## config.mk

```make
export PLATFORM = sky130hd
export DESIGN_NAME = seg_scan_ctrl
export DESIGN_NICKNAME = d
export VERILOG_FILES = /design/src/rtl/seg_pkg.sv /design/src/rtl/seg_dwell_timer.sv /design/src/rtl/seg_scan_ctrl.sv
export SDC_FILE = /design/constraint.sdc
export NUM_CORES = 1
export LEC_CHECK = 0
export ABC_AREA = 1
export CAP_MARGIN = 20
export CORE_UTILIZATION = 29
export DETAILED_ROUTE_END_ITERATION = 8
export HOLD_SLACK_MARGIN = 0.03
export PLACE_DENSITY = 0.55
export RECOVER_POWER = 100
export SLEW_MARGIN = 40
export SYNTH_ARGS = -nofsm -noshare
export SYNTH_HDL_FRONTEND = slang
export SYNTH_SLANG_ARGS = --single-unit
export TNS_END_PERCENT = 10
```

## constraint.sdc

```tcl
create_clock -name i_clk -period 2 [get_ports i_clk]
set_input_delay 0.6 -clock i_clk [delete_from_list [all_inputs] [get_ports i_clk]]
set_output_delay 0.6 -clock i_clk [all_outputs]
set_load 0.01 [all_outputs]
```

## src/rtl/seg_pkg.sv

```systemverilog
// Shared types and limits for the multiplexed seven-segment scan controller.
package seg_pkg;

  typedef enum logic [0:0] {
    BLANK,
    SHOW
  } scan_state_t;

  localparam int unsigned SCAN_MIN_BLANK   = 2;
  localparam int unsigned SCAN_MIN_REFRESH = 2;

endpackage

```

## src/rtl/seg_dwell_timer.sv

```systemverilog
// Phase dwell timer: reloads itself with load_val on the first cycle of each phase,
// and pulses tc on the last cycle, giving a phase of exactly load_val + 1 cycles.
module seg_dwell_timer #(
  parameter int unsigned WIDTH = 8
) (
  input  logic             clk,
  input  logic             rst_n,
  input  logic [WIDTH-1:0] load_val,
  output logic             tc
);

  logic [WIDTH-1:0] count_q, count_d;

  // Zero marks the first cycle of a phase, so a reset count starts a fresh phase.
  always_comb begin
    count_d = count_q - WIDTH'(1);
    if (count_q == '0) begin
      count_d = load_val;
    end
  end

  always_ff @(posedge clk or negedge rst_n) begin
    if (!rst_n) begin
      count_q <= '0;
    end else begin
      count_q <= count_d;
    end
  end

  assign tc = (count_q == WIDTH'(1));

endmodule

```

## src/rtl/seg_scan_ctrl.sv

```systemverilog
// Multiplexed-display scan controller: blank/show time-sharing of one decoder across
// NUM_DIGITS common-anode digits, with frame-synchronous value swap and zero blanking.
module seg_scan_ctrl
  import seg_pkg::*;
#(
  parameter int unsigned NUM_DIGITS   = 4,
  parameter int unsigned REFRESH_DIV  = 50_000,
  parameter int unsigned BLANK_CYCLES = 500
) (
  input  logic                    i_clk,
  input  logic                    rst_n,
  input  logic [4*NUM_DIGITS-1:0] i_value,
  input  logic                    i_blank_lz,
  input  logic                    i_valid,
  output logic                    o_ready,
  output logic [3:0]              o_digit_bin,
  output logic [NUM_DIGITS-1:0]   o_digit_en,
  output logic                    o_frame_done
);

  localparam int unsigned IW     = $clog2(NUM_DIGITS);
  localparam int unsigned MAXLEN = (REFRESH_DIV > BLANK_CYCLES) ? REFRESH_DIV : BLANK_CYCLES;
  localparam int unsigned DW     = $clog2(MAXLEN);
  localparam int unsigned VW     = 4 * NUM_DIGITS;

  if (NUM_DIGITS < 2 || NUM_DIGITS > 8) begin : g_bad_num_digits
    $error("seg_scan_ctrl: NUM_DIGITS must be 2..8");
  end
  if (REFRESH_DIV < SCAN_MIN_REFRESH) begin : g_bad_refresh
    $error("seg_scan_ctrl: REFRESH_DIV too small");
  end
  if (BLANK_CYCLES < SCAN_MIN_BLANK) begin : g_bad_blank
    $error("seg_scan_ctrl: BLANK_CYCLES too small");
  end

  scan_state_t   state_q, state_d;
  logic [IW-1:0] idx_q, idx_d;
  logic [VW-1:0] act_val_q, act_val_d;
  logic          act_lz_q, act_lz_d;
  logic [VW-1:0] pend_val_q, pend_val_d;
  logic          pend_lz_q, pend_lz_d;
  logic          pend_full_q, pend_full_d;
  logic [3:0]    bin_q, bin_d;
  logic          fd_q, fd_d;

  logic          tc;
  logic [DW-1:0] load_val;
  logic          accept;
  logic          wrap;
  logic          upper_zero;
  logic          suppress;

  assign load_val = (state_q == BLANK) ? DW'(BLANK_CYCLES - 1) : DW'(REFRESH_DIV - 1);

  seg_dwell_timer #(
    .WIDTH (DW)
  ) u_dwell (
    .clk      (i_clk),
    .rst_n    (rst_n),
    .load_val (load_val),
    .tc       (tc)
  );

  assign accept = i_valid && !pend_full_q;
  assign wrap   = (idx_q == IW'(NUM_DIGITS - 1));

  always_ff @(posedge i_clk or negedge rst_n) begin
    if (!rst_n) begin
      state_q     <= BLANK;
      idx_q       <= '0;
      act_val_q   <= '0;
      act_lz_q    <= 1'b0;
      pend_val_q  <= '0;
      pend_lz_q   <= 1'b0;
      pend_full_q <= 1'b0;
      bin_q       <= '0;
      fd_q        <= 1'b0;
    end else begin
      state_q     <= state_d;
      idx_q       <= idx_d;
      act_val_q   <= act_val_d;
      act_lz_q    <= act_lz_d;
      pend_val_q  <= pend_val_d;
      pend_lz_q   <= pend_lz_d;
      pend_full_q <= pend_full_d;
      bin_q       <= bin_d;
      fd_q        <= fd_d;
    end
  end

  always_comb begin
    state_d     = state_q;
    idx_d       = idx_q;
    act_val_d   = act_val_q;
    act_lz_d    = act_lz_q;
    pend_val_d  = pend_val_q;
    pend_lz_d   = pend_lz_q;
    pend_full_d = pend_full_q;
    bin_d       = bin_q;
    fd_d        = 1'b0;
    if (accept) begin
      pend_val_d  = i_value;
      pend_lz_d   = i_blank_lz;
      pend_full_d = 1'b1;
    end
    unique case (state_q)
      BLANK: begin
        if (tc) begin
          state_d = SHOW;
        end
      end
      SHOW: begin
        if (tc) begin
          state_d = BLANK;
          idx_d   = wrap ? '0 : idx_q + IW'(1);
          if (wrap) begin
            fd_d = 1'b1;
            if (pend_full_q) begin
              act_val_d   = pend_val_q;
              act_lz_d    = pend_lz_q;
              pend_full_d = 1'b0;
            end
          end
          // Nibble is latched on blank entry so the decoder settles before the enable rises.
          bin_d = act_val_d[{idx_d, 2'b00} +: 4];
        end
      end
      default: ;
    endcase
  end

  always_comb begin
    upper_zero = 1'b1;
    for (int k = 0; k < NUM_DIGITS; k++) begin
      if (k >= int'(idx_q) && act_val_q[4*k +: 4] != 4'd0) begin
        upper_zero = 1'b0;
      end
    end
  end

  assign suppress = act_lz_q && (idx_q != '0) && upper_zero;

  always_comb begin
    o_digit_en = '0;
    if (state_q == SHOW && !suppress) begin
      o_digit_en[idx_q] = 1'b1;
    end
  end

  assign o_ready      = !pend_full_q;
  assign o_digit_bin  = bin_q;
  assign o_frame_done = fd_q;

endmodule
```

# Yosys cells after proc, flatten, opt, wreduce, memory -nomap -nowiden
# Index checks and enable logic that the tools add are counted.
# Widths: inputs -> output; s select.
# totals
out_inout_bits	10
ram_bits	0
mem_count	0
register_bits	59
rom_bits	0
input_bits	20
wordCells	64
latchBits	0
# classes
shift	1
reduce_logical	18
addsub	2
bitwise	1
div	0
magnitude_cmp	5
mux	25
multipliers	0
eq_ne	2
# op_table
operator	n
$mux 16	6
$eq 16x1->1 const B	1
$logic_not 16->1	1
$reduce_bool 4->1	4
$shiftx 16x5->4	1
$sub 16x1->16 const B	1
$mux 1	15
$logic_and 1x1->1	8
$ge 1x2->1 const A	2
$mux 4	1
$reduce_and 4->1	1
$lt 2x3->1 const B	1
$add 2x1->2 const B	1
$demux 1 s2	1
$eq 2x2->1 const B	1
$ge 2x1->1 const B	1
$ge 2x2->1 const A	1
$logic_not 1->1	2
$mux 2	1
$pmux 1 s2	1
$reduce_and 2->1	1
$reduce_bool 2->1	1
$not 1->1	1

# Depth between registers and ports, before layout
# depth
ltp_word	10
depth_mapped	11
depth_no_buf	9

# By module
# A second synthesis with hierarchy kept.
# hier_totals
cells_unflattened	404
hier_area_um2	3338.2
# by_module_without_submodules
mod	seq_area_each_um2	instances	cells_each	area_each_um2
seg_scan_ctrl	1076.0	1	248	2223.4
seg_dwell_timer	400.4	1	156	1114.8

# Least setup slack after synthesis
# OpenSTA, ideal clock, no wires.
# synth_path
path_kind	reg-to-reg
startpoint	reg u_dwell.count_q[9]
endpoint	reg act_val_q[0]
synth_period_minus_slack_ps	1794
setup_time_ps	133
n_path_buf	2
t_required_ps	1867
arrival_ps	1661
path_stages_with_launch	12
setup_slack_ps	206
cell_sequence	dfrtp_1 > nor2_4 > nand2_4 > nor2_8 > nand3_1 > inv_1 > ha_1 > inv_1 > buf_2 > buf_2 > nand2_1 > o21ai_0
# synth_between
elab_chain_cells	2
# synth_rtl
item	line	rtl
from (decl)	seg_dwell_timer.sv:12	logic [WIDTH-1:0] count_q, count_d;
from (signal assigned)	seg_dwell_timer.sv:26	count_q <= count_d;
$eq 16x1->1	seg_dwell_timer.sv:30	assign tc = (count_q == WIDTH'(1));
$reduce_and 2->1 (no source line)	-	
to (signal assigned)	seg_scan_ctrl.sv:81	act_val_q <= act_val_d;
to (decl)	seg_scan_ctrl.sv:38	logic [VW-1:0] act_val_q, act_val_d;
# No other way between the ends.
# A chain may end at the register's enable or synchronous reset.

# Worst setup path in the final report
# layout_path
startpoint	reg idx_q[0]
endpoint	out o_digit_en[1]
# layout_between
elab_chain_cells	10
elab_cells_between_ends	21
cone_classes	5 x order compare; 7 x mux; 9 x reduce/logical
# layout_rtl
item	line	rtl
from (decl)	seg_scan_ctrl.sv:37	logic [IW-1:0] idx_q, idx_d;
from (signal assigned)	seg_scan_ctrl.sv:80	idx_q <= idx_d;
$ge 1x2->1	seg_scan_ctrl.sv:135	if (k >= int'(idx_q) && act_val_q[4*k +: 4] != 4'd0) begin
$logic_and 1x1->1	seg_scan_ctrl.sv:135	
$mux 1 (4 in a row)	seg_scan_ctrl.sv:135	
$logic_and 1x1->1	seg_scan_ctrl.sv:141	assign suppress = act_lz_q && (idx_q != '0) && upper_zero;
$logic_not 1->1	seg_scan_ctrl.sv:145	if (state_q == SHOW && !suppress) begin
$logic_and 1x1->1	seg_scan_ctrl.sv:145	
$mux 4 (*)	seg_scan_ctrl.sv:145	
to (decl)	seg_scan_ctrl.sv:17	output logic [NUM_DIGITS-1:0] o_digit_en,
# Every way passes the cells marked *; elsewhere a longest branch is shown, timed or not.

==> flow_summary.yaml <==
run_status:
  violations: "capacitance limit, slew limit, setup timing"
  status: "complete, but fails checks"
yosys:
  yosysMostFrequentCell: "nand2_1"
  synth.distinct_cells: 28
  synthTopCellsByCount: "121 x nand2_1, 59 x dfrtp_1, 48 x inv_1, 31 x nor2_1, 28 x o21ai_0"
  syn_nets: 419
  yosysWarningCount: 0
  syn_area_um2: 3212
  synth_seq_area_share: 0.4597
  synth_top_area_frac: 0.4597
  synth_top_cell_by_area: "dfrtp_1"
  ys_seq_elements: 59
  synthCells: 390
  synthArstFlopShare: 1.000
  synthFlopType: "dfrtp_1"
  synth_area_per_cell_um2: 8.235
  synth_area_leaders: "dfrtp_1 46%, nand2_1 14%, inv_1 5.6%"
  synth-edff-count: 0
grt:
  use_met2: 0.2419
  grt_pass1_vias: 2663
  grt_max_degree: 60
  grt_pass1_wl_um: 12240
  gr-max-usage-layer: "met2"
  grt_util_met3: 0.04012
  antenna_found_initial: 0
  grt_overflow: 0
  met1_usage: 0.1655
  grt_use_total: 0.1379
clocking:
  clk_latency_ns: 0.34
  path_clk_slew_ns: 0.08
  clockBufferDepth: 2
  ctsHtreeMaxLevel: 3
  cts_tree: "built"
  cts_buffers: 9
  cts.sinks: 59
  postCtsHoldBufs: 0
  clock-root-buffer: "clkbuf_8"
detailed_routing:
  drt_iter0_drc: 60
  dr.pass1.iters: 6
  drc_errors: 0
  num_vias: 2621
  wire_per_inst_um: 11.75
  final_antenna_net_count: 0
  vias_per_cell: 4.376
  wl_um: 7036
die:
  coreArea_um2: 10790
  initial_core_util: 0.2976
  die_area_um2: 11500
  rows: 38
  die_y_um: 107.2
  ios: 30
  die_width_um: 107.2
timing:
  setup_slack_ns: -0.2537
  post-route-min-period_ns: 2.254
  tightest_slew_ns: 1.502
  slew_headroom: -0.001145
  rsz0062_at_grt: "true"
  fmax_mhz: 443.7
  setup_viol: 4
  hold_viol: 0
  finalMaxSlewViolations: 30
  finalClockSkew_ns: 0.01572
  post-route-period-util: 1.127
setup_path:
  critPathSlowestCell: "dfrtp_1"
  worstPathArrival_ns: 1.65
  r2r-start: "u_dwell.count_q[9]"
  worstPathMaxFanout: 4
  r2r_slack_ns: 0.01
  crit_type: "reg -> out"
  critical_path.startpoint_type: "register"
  cp_data_required_time_ns: 1.40
  crit_buf_inv: 3
  critPathCaptureType: "output port"
  r2r_cells: 9
  path_delay_family: "simple AND/OR/NAND/NOR gates"
  r2r-end: "act_val_q[2]"
  slowest_delay_ns: 0.42
  crit_cells: 9
  critPathCapture: "o_digit_en[1]"
  worstPathCellList: "inv_2, ha_4, inv_2, nand4_1, nor2_1, nand3_1, nand2_2, nor2_1, buf_2"
  worstSetupStartpoint: "idx_q[0]"
power:
  leakage_nw: 2.168
  power_switching_uw: 536.5
  powerDensity_nw_per_um2: 629.7
  p_total_mw: 2.546
  peakVddDrop_mv: 0.3401
  internal_power_mw: 2.009
  pwr-share-comb: 0.033
  seqPwrFrac: 0.487
  switching_share: 0.2107
  clkPwrFrac: 0.480
placed_design:
  hpwl_um: 5125
  place_congestion: 0.8093
  place.detailed.instances: 578
  port_buffers: 29
min_path:
  whs_path_depth: 2
  hold_class: "reg -> reg"
final_layout:
  nFillCells: 1143
  syn2layout_area_growth_pct: 25.87
  antennaDiodeCount: 0
  finalNonFillerCells: 599
  regArea_um2: 1476
  nets: 483
  multiInputGateArea_um2: 1449
  drive_gt1_frac: 0.2004
run:
  timing.max_cap.violations: 1
[stage by stage]
step | instance area, um^2 | hold slack (ns) | setup slack [ns] | util | setup TNS, ns
final | 4043 | 0.4824 | -0.2537 | 0.3746 | -0.9828
after global routing | 4043 | 0.5119 | -0.3631 | 0.3746 | -4.869
after CTS | 4109 | 0.2616 | -0.2512 | 0.3807 | -0.9603
after detailed placement | 3856 | 0.4735 | -0.2981 | 0.3573 | -1.073
after global placement | 3856 | 0.4682 | -0.2233 | 0.3573 | -0.8335
after floorplan | 3212 | 0.3044 | 0.2058 | - | 0
[layout make-up]
cell class / instances / share of cell area
Clock buffer: 12 / 0.03590
Clock inverter: 4 / 0.01826
Inverter: 52 / 0.04859
Multi-Input combinational cell: 271 / 0.3584
Sequential cell: 59 / 0.3652
Tap cell: 140 / 0.04333
Timing Repair Buffer: 61 / 0.1303
[worst reg2reg max path, cell delays in order (launching register included)]
cell and delay [ns]:
dfrtp_1 0.42, nor2_1 0.31, nand2_4 0.09, nor2_2 0.24, nand3_1 0.14, inv_1 0.08, ha_1 0.17, inv_1 0.06
buf_4 0.19, o21ai_0 0.20
[sequential cells by signal, summed over array words and instances (netlist names)]
register	count
act_val_q	16
pend_full_q	1
pend_lz_q	1
o_digit_bin	4
idx_q	2
pend_val_q	16
act_lz_q	1
o_frame_done	1
state_q	1
u_dwell.count_q	16
[cells in the final DEF (no fill, tap or decap), types with 5 or more instances in the layout]
| master | count |
|---|---|
| nand2_1 | 123 |
| dfrtp_1 | 59 |
| inv_1 | 48 |
| nor2_1 | 31 |
| buf_4 | 29 |
| o21ai_0 | 28 |
| nand3_1 | 22 |
| clkdlybuf4s50_1 | 17 |
| mux2_2 | 10 |
| clkbuf_8 | 10 |
| nor2_2 | 9 |
| o21ai_2 | 8 |
| ha_1 | 8 |
| mux2_1 | 6 |
| dlygate4sd3_1 | 6 |
| nand4_1 | 5 |
| buf_2 | 5 |
[how the worst min path moves through the flow]
stage	slack [ns]	end	from
final	0.48	o_digit_bin[1]	o_digit_bin[1]
after global routing	0.51	act_val_q[15]	act_val_q[15]
after CTS	0.26	u_dwell.count_q[8]	rst_n
after detailed placement	0.47	o_digit_bin[1]	o_digit_bin[1]
after global placement	0.47	act_val_q[10]	act_val_q[10]
after floorplan	0.30	act_lz_q	rst_n
[power groups by stage]
stage               logic [mW]  clock network [mW]  registers [mW]
CTS                     0.0930                1.27            1.24
global route            0.0961                1.31            1.24
floorplan               0.0236                   0            1.26
detailed placement      0.0930                   0            1.26
global placement        0.0902                   0            1.26
finish                  0.0841                1.22            1.24
[timing repair]
action                                  4_1_cts  5_1_grt
gates resized for setup                      23        2
endpoints found under the setup margin        5        8
buffers inserted                              5        0
pin swaps                                     7        5
[routing by layer]
metal,routed length (um),share of wire,vias to the layer above
met5,0,0,-
met4,48,0.0068,0
met3,210,0.030,4
met2,3548,0.50,32
met1,3229,0.46,1236
li1,-,-,1349
[kinds of logic after synthesis]
family          synth area share
simple gates              0.2813
buf+inv                  0.07986
flops                     0.4597
compound gates           0.07440
mux                      0.05610
fa+ha+maj                0.03506
xor+xnor                 0.01364
(Power assumes the default switching activity.)
